`src/rtl/hazard_unit_p.sv`:
```
// Second-generation hazard unit for the 5-stage pipeline: load-use / full interlock,
// branch shadow, multi-cycle MUL occupancy of EX, and saturating stall/flush statistics.
module hazard_unit_p #(
  parameter int OPW       = 4,
  parameter int REGW      = 5,
  parameter int BR_SHADOW = 2,
  parameter int MUL_LAT   = 3,
  parameter int FWD_EN    = 1,
  parameter int R0_ZERO   = 1,
  parameter int CNT_W     = 16
) (
  input  logic             clk_i,
  input  logic             rst_ni,
  input  logic [31:0]      ir_id_i,
  input  logic [31:0]      ir_ex_i,
  input  logic [31:0]      ir_mem_i,
  input  logic [31:0]      ir_wb_i,
  output logic             stall_pc_o,
  output logic             stall_ifid_o,
  output logic             bubble_o,
  output logic             hold_ex_o,
  output logic [CNT_W-1:0] stall_cnt_o,
  output logic [CNT_W-1:0] flush_cnt_o
);

  localparam logic [OPW-1:0] OP_LW    = OPW'(0);
  localparam logic [OPW-1:0] OP_SW    = OPW'(1);
  localparam logic [OPW-1:0] OP_LI    = OPW'(2);
  localparam logic [OPW-1:0] OP_ADDU  = OPW'(3);
  localparam logic [OPW-1:0] OP_ADDIU = OPW'(4);
  localparam logic [OPW-1:0] OP_SLL   = OPW'(5);
  localparam logic [OPW-1:0] OP_MUL   = OPW'(6);
  localparam logic [OPW-1:0] OP_BGE   = OPW'(7);
  localparam logic [OPW-1:0] OP_J     = OPW'(8);
  localparam logic [OPW-1:0] OP_MULI  = OPW'(9);

  localparam logic [2:0] SH_LOAD = 3'(BR_SHADOW - 1);
  localparam logic [3:0] MUL_LIM = 4'(MUL_LAT - 1);

  logic [2:0]       shadow_cnt;
  logic [2:0]       mul_cnt;
  logic [CNT_W-1:0] stall_cnt;
  logic [CNT_W-1:0] flush_cnt;

  logic mul_busy, br_ex, data_haz;
  logic row_mul, row_sh, row_dh;
  logic unused_ok;

  function automatic logic [OPW-1:0] op_of(input logic [31:0] ir);
    return ir[31 -: OPW];
  endfunction

  function automatic logic [REGW-1:0] rd_of(input logic [31:0] ir);
    return ir[27 -: REGW];
  endfunction

  function automatic logic [REGW-1:0] rs_of(input logic [31:0] ir);
    return ir[22 -: REGW];
  endfunction

  function automatic logic [REGW-1:0] rt_of(input logic [31:0] ir);
    return ir[17 -: REGW];
  endfunction

  function automatic logic is_writer(input logic [OPW-1:0] op);
    return (op == OP_LW) || (op == OP_LI) || (op == OP_ADDU) || (op == OP_ADDIU) ||
           (op == OP_SLL) || (op == OP_MUL) || (op == OP_MULI);
  endfunction

  // True when the ID instruction reads the register written by wr_ir.
  function automatic logic dep_on(input logic [31:0] id_ir, input logic [31:0] wr_ir);
    logic [REGW-1:0] dst;
    logic use_rd, use_rs, use_rt, hit;
    dst    = rd_of(wr_ir);
    use_rd = 1'b0;
    use_rs = 1'b0;
    use_rt = 1'b0;
    case (op_of(id_ir))
      OP_LW, OP_ADDIU, OP_SLL, OP_MULI: use_rs = 1'b1;
      OP_SW, OP_BGE: begin
        use_rd = 1'b1;
        use_rs = 1'b1;
      end
      OP_ADDU, OP_MUL: begin
        use_rs = 1'b1;
        use_rt = 1'b1;
      end
      default: ;
    endcase
    hit = (use_rd && (rd_of(id_ir) == dst)) ||
          (use_rs && (rs_of(id_ir) == dst)) ||
          (use_rt && (rt_of(id_ir) == dst));
    if (!is_writer(op_of(wr_ir))) hit = 1'b0;
    if ((R0_ZERO != 0) && (dst == '0)) hit = 1'b0;
    return hit;
  endfunction

  function automatic logic [CNT_W-1:0] sat_inc(input logic [CNT_W-1:0] v);
    return (&v) ? v : v + CNT_W'(1);
  endfunction

  // The MEM/WB word never creates a hazard; it is folded here only to keep it observed.
  assign unused_ok = ^{ir_wb_i, ir_id_i, ir_ex_i, ir_mem_i};

  always_comb begin
    mul_busy = ((op_of(ir_ex_i) == OP_MUL) || (op_of(ir_ex_i) == OP_MULI)) &&
               ({1'b0, mul_cnt} < MUL_LIM);
    br_ex    = (op_of(ir_ex_i) == OP_BGE) || (op_of(ir_ex_i) == OP_J);
    if (FWD_EN != 0) begin
      data_haz = (op_of(ir_ex_i) == OP_LW) && dep_on(ir_id_i, ir_ex_i);
    end else begin
      data_haz = dep_on(ir_id_i, ir_ex_i) || dep_on(ir_id_i, ir_mem_i);
    end
    row_mul = mul_busy;
    row_sh  = !mul_busy && ((shadow_cnt != 3'd0) || br_ex);
    row_dh  = !mul_busy && !row_sh && data_haz;
  end

  // Outputs are forced low for as long as reset is held, regardless of the ir inputs.
  always_comb begin
    stall_pc_o   = rst_ni && (row_mul || row_sh || row_dh);
    stall_ifid_o = rst_ni && (row_mul || row_dh);
    bubble_o     = rst_ni && (row_sh || row_dh);
    hold_ex_o    = rst_ni && row_mul;
  end

  always_ff @(posedge clk_i or negedge rst_ni) begin
    if (!rst_ni) begin
      shadow_cnt <= 3'd0;
      mul_cnt    <= 3'd0;
      stall_cnt  <= '0;
      flush_cnt  <= '0;
    end else begin
      mul_cnt <= mul_busy ? mul_cnt + 3'd1 : 3'd0;
      // Trigger only from an idle shadow; a running shadow just counts down.
      if (row_sh) shadow_cnt <= (shadow_cnt == 3'd0) ? SH_LOAD : shadow_cnt - 3'd1;
      if (row_mul || row_dh) stall_cnt <= sat_inc(stall_cnt);
      if (row_sh) flush_cnt <= sat_inc(flush_cnt);
    end
  end

  assign stall_cnt_o = stall_cnt;
  assign flush_cnt_o = flush_cnt;

endmodule

```
`config.mk`:
```
export PLATFORM = sky130hd
export DESIGN_NAME = hazard_unit_p
export DESIGN_NICKNAME = d
export VERILOG_FILES = /design/src/rtl/hazard_unit_p.sv
export SDC_FILE = /design/constraint.sdc
export NUM_CORES = 1
export LEC_CHECK = 0
export ABC_AREA = 1
export BUFFER_PORTS_ARGS = -buffer_cell sky130_fd_sc_hd__buf_4
export CELL_PAD_IN_SITES_DETAIL_PLACEMENT = 1
export CELL_PAD_IN_SITES_GLOBAL_PLACEMENT = 1
export CORE_AREA = 2 2 98 100
export DETAILED_ROUTE_END_ITERATION = 6
export DIE_AREA = 0 0 100 102
export HOLD_SLACK_MARGIN = 0.08
export PLACE_DENSITY_LB_ADDON = 0.08
export SKIP_CTS_REPAIR_TIMING = 1
export SLEW_MARGIN = 25
export SYNTH_ARGS = -nofsm -noshare
export SYNTH_HDL_FRONTEND = slang
export SYNTH_SLANG_ARGS = --single-unit
```
`constraint.sdc`:
```
create_clock -name clk_i -period 1.9 [get_ports clk_i]
set_input_delay 0.095 -clock clk_i [delete_from_list [all_inputs] [get_ports clk_i]]
set_output_delay 0.095 -clock clk_i [all_outputs]
set_load 0.02 [all_outputs]
```
==> flow_summary_export.csv <==
group,metric,value,unit
critical_path,worstSetupEndpointType,"output port",
synthesis,netlist_area,2572,um2
synthesis,yosys_warnings,0,
synthesis,synthCells,345,
min_path,holdPathStages,6,
cells_and_area,final_util,37.31,%
power,clkPwrFrac,24.9,%
critical_path,worstSetupStartpointType,"flop",
power,p_seq_share,38.3,%
sta,finalHoldViolations,0,
placed_design,gp_congestion,0.7500,
clock_network,cts_tree,"done",
placed_design,dpl.cell_count,529,
run_status,status,"finished, final reports clean",
power,vdd_ir_drop_max,0.0005637,V
cells_and_area,fill_cells,1152,
detailed_routing,wirelength,6.963,mm
sta,period_needed,1820,ps
sta,tightest_slew,500.5,ps
power,power.density,848.0,nW/um2
min_path,worstHoldStart,"ir_ex_i[30]",
die,die_w,100,um
flow_run,cap_viol_max_count,0,
cells_and_area,drive_gt1_share,27.80,%
power,p_int,1792,uW
sta,rsz0062_at_grt,"true",
detailed_routing,wl_per_cell,12.92,um
power,p_sw,1090,uW
detailed_routing,vias,2437,
cells_and_area,nets,562,
detailed_routing,drt_first_pass_iters,4,
synthesis,avgSynthCellArea,7.456,um2
detailed_routing,drc,0,
clock_network,clockBufferDepth,2,
global_routing,grt_use_total,14.70,%
clock_network,ctsHtreeMaxLevel,2,
cells_and_area,syn2layout_area_growth,32.10,%
synthesis,synth-seq-cells,38,
power,fin_total_pwr,2882,uW
sta,max-slew-margin-rel,66.64,%
die,initial_core_util,28.24,%
detailed_routing,viasPerCell,4.521,
die,num_rows,35,
cells_and_area,seqCellArea,950.9,um2
global_routing,gr-total-overflow,0,
clock_network,cts_root_buf,"clkbuf_8",
global_routing,grt_first_pass_wirelength,11.96,mm
clock_network,clk_pin_slew,80,ps
min_path,hold_class,"in2reg",
clock_network,numCtsBuffers,5,
sta,period_share,95.81,%
synthesis,synth_cell_types,28,
sta,slew_viol_final,0,
clock_network,clk_latency,300,ps
placed_design,hpwlAfterDp,5.461,mm
critical_path,worstPathMaxFanout,3,
min_path,hold_end,"mul_cnt[0]$_DFF_PN0_",
critical_path,crit_type,"reg2out",
sta,fin_skew,14.96,ps
global_routing,antenna_found_initial,0,
placed_design,io_buffers,65,
synthesis,synthesis.nets,480,
sta,tns,0,ps
critical_path,r2r_start,"stall_cnt_o[1]$_DFFE_PN0P_",
synthesis,yosysSeqAreaShare,36.96,%
die,design.die.area,10200,um2
power,sw_frac_of_total,37.83,%
cells_and_area,antenna_cells,0,
cells_and_area,multiInputGateArea,1434,um2
power,pwr-share-comb,36.8,%
sta,setup_viol,0,
clock_network,clock-sinks,38,
critical_path,cp_data_arrival_time,1730,ps
critical_path,r2r-end,"stall_cnt_o[6]$_DFFE_PN0P_",
sta,clock.fmax,549.3,MHz
die,io-pin-count,166,
cells_and_area,final-instance-count-excl-fill,539,
die,core,9109,um2
detailed_routing,drt-initial-drc-count,48,
critical_path,ff2ff_setup_slack,230,ps
global_routing,grt_max_degree,39,
sta,holdWs,266.8,ps
global_routing,grt_pass1_vias,2598,
detailed_routing,antenna_left,0,
critical_path,critPathRequiredTime,1800,ps
critical_path,r2r.worst_path.cells,7,
power,leakage,0.001758,uW
die,die_y,102,um
-- worst max-delay path, stage by stage (launching register included) --
cell	delay (ps)
dfrtp_1	410
nor2_2	130
ha_2	210
nand3_2	110
nor2_4	130
nand3_4	100
a21oi_1	150
buf_4	170
-- registers in the layout (all words and copies together) (netlist names) --
name / count
mul_cnt: 3
shadow_cnt: 3
stall_cnt_o: 16
flush_cnt_o: 16
-- Yosys cell counts --
master	n	share of area, %
o31ai_1	1	0.29
clkinv_1	1	0.15
inv_1	36	5.3
nand2_1	108	16
buf_8	1	0.58
ha_1	5	2.4
nand3_4	1	0.68
buf_12	1	0.78
nor4_1	4	0.97
dfrtp_1	38	37
nor3_1	11	2.1
buf_4	1	0.29
nand3_2	11	4.3
xor2_1	20	6.8
nand2_4	3	1.3
nand2_2	3	0.73
buf_2	1	0.19
nand3_1	24	4.7
inv_2	7	1.0
nand4_1	3	0.73
nand4_2	1	0.49
o21ai_0	6	1.2
nor2_1	36	5.3
and3_1	1	0.24
nor2_2	2	0.49
xnor2_1	15	5.1
a21oi_1	3	0.58
nor3_4	1	0.63
-- per-layer routing --
metal | GRT usage (%) | share of wire (%) | vias up
met1 | 19.28 | 48 | 1156
met2 | 25.16 | 48 | 40
met5 | 0 | 0 | -
li1 | - | - | 1234
met4 | 4.110 | 0.82 | 0
met3 | 2.531 | 3.6 | 7
-- worst max-delay path by stage --
stage / from / endpoint / slack [ps] / depth (start not counted)
2_1_floorplan: stall_cnt_o[0]$_DFFE_PN0P_ / stall_cnt_o[5]$_DFFE_PN0P_ / 180 / 7
3_3_place_gp: shadow_cnt[0]$_DFFE_PN0P_ / stall_cnt_o[8]$_DFFE_PN0P_ / 200 / 9
3_5_place_dp: shadow_cnt[0]$_DFFE_PN0P_ / stall_cnt_o[11]$_DFFE_PN0P_ / 120 / 9
4_1_cts: shadow_cnt[0]$_DFFE_PN0P_ / stall_ifid_o / -50 / 7
5_1_grt: shadow_cnt[1]$_DFFE_PN0P_ / stall_ifid_o / -30 / 7
6_report: shadow_cnt[0]$_DFFE_PN0P_ / stall_ifid_o / 80 / 7
-- kinds of logic after synthesis --
kind of cell	after synthesis	share of synthesized area, %
XOR/XNOR	35	11.92
AO/OA/AOI/OAI	10	2.043
adder cells (fa/ha/maj)	5	2.432
AND/OR/NAND/NOR	209	38.38
flip-flops	38	36.96
buffers and inverters	48	8.268
-- power by group through the flow --
stage,Sequential [uW],Combinational [uW],Clock [uW]
floorplan,1230,459,0
global placement,1120,1020,0
detailed placement,1120,1040,0
CTS,1110,1050,749
global route,1130,1200,780
finish,1100,1060,717
-- placed cells by master, fill, tap and decap left out, types with 2 or more instances in the layout --
| cell | count |
|---|---|
| ha_1 | 4 |
| nand4_1 | 3 |
| clkinvlp_4 | 2 |
| nand3_2 | 12 |
| nand3_1 | 23 |
| xor2_1 | 20 |
| nor2_2 | 2 |
| inv_2 | 7 |
| nor2_1 | 35 |
| o21ai_0 | 6 |
| inv_1 | 36 |
| dfrtp_1 | 38 |
| clkbuf_8 | 5 |
| nand2_1 | 108 |
| a21oi_1 | 3 |
| nor4_1 | 4 |
| xnor2_1 | 15 |
| nand2_2 | 2 |
| nand2_4 | 4 |
| nor3_1 | 10 |
| buf_4 | 78 |
-- final cells by class --
cell class | instances | area share, %
inverters | 44 | 4.860
well taps | 111 | 4.087
multi-input cells | 259 | 42.19
repair buffers | 79 | 17.53
flip-flops and latches | 38 | 27.98
clock buffers | 5 | 2.025
clock inverters | 3 | 1.325
-- metrics by stage --
step           worst slack (ps)  instance area (um2)
2_1_floorplan             183.1                 2572
3_3_place_gp              204.8                 3242
3_5_place_dp              122.9                 3242
4_1_cts                  -50.37                 3356
5_1_grt                  -31.43                 3398
6_report                  79.60                 3398
No activity file was read; power rests on OpenSTA's default activity.
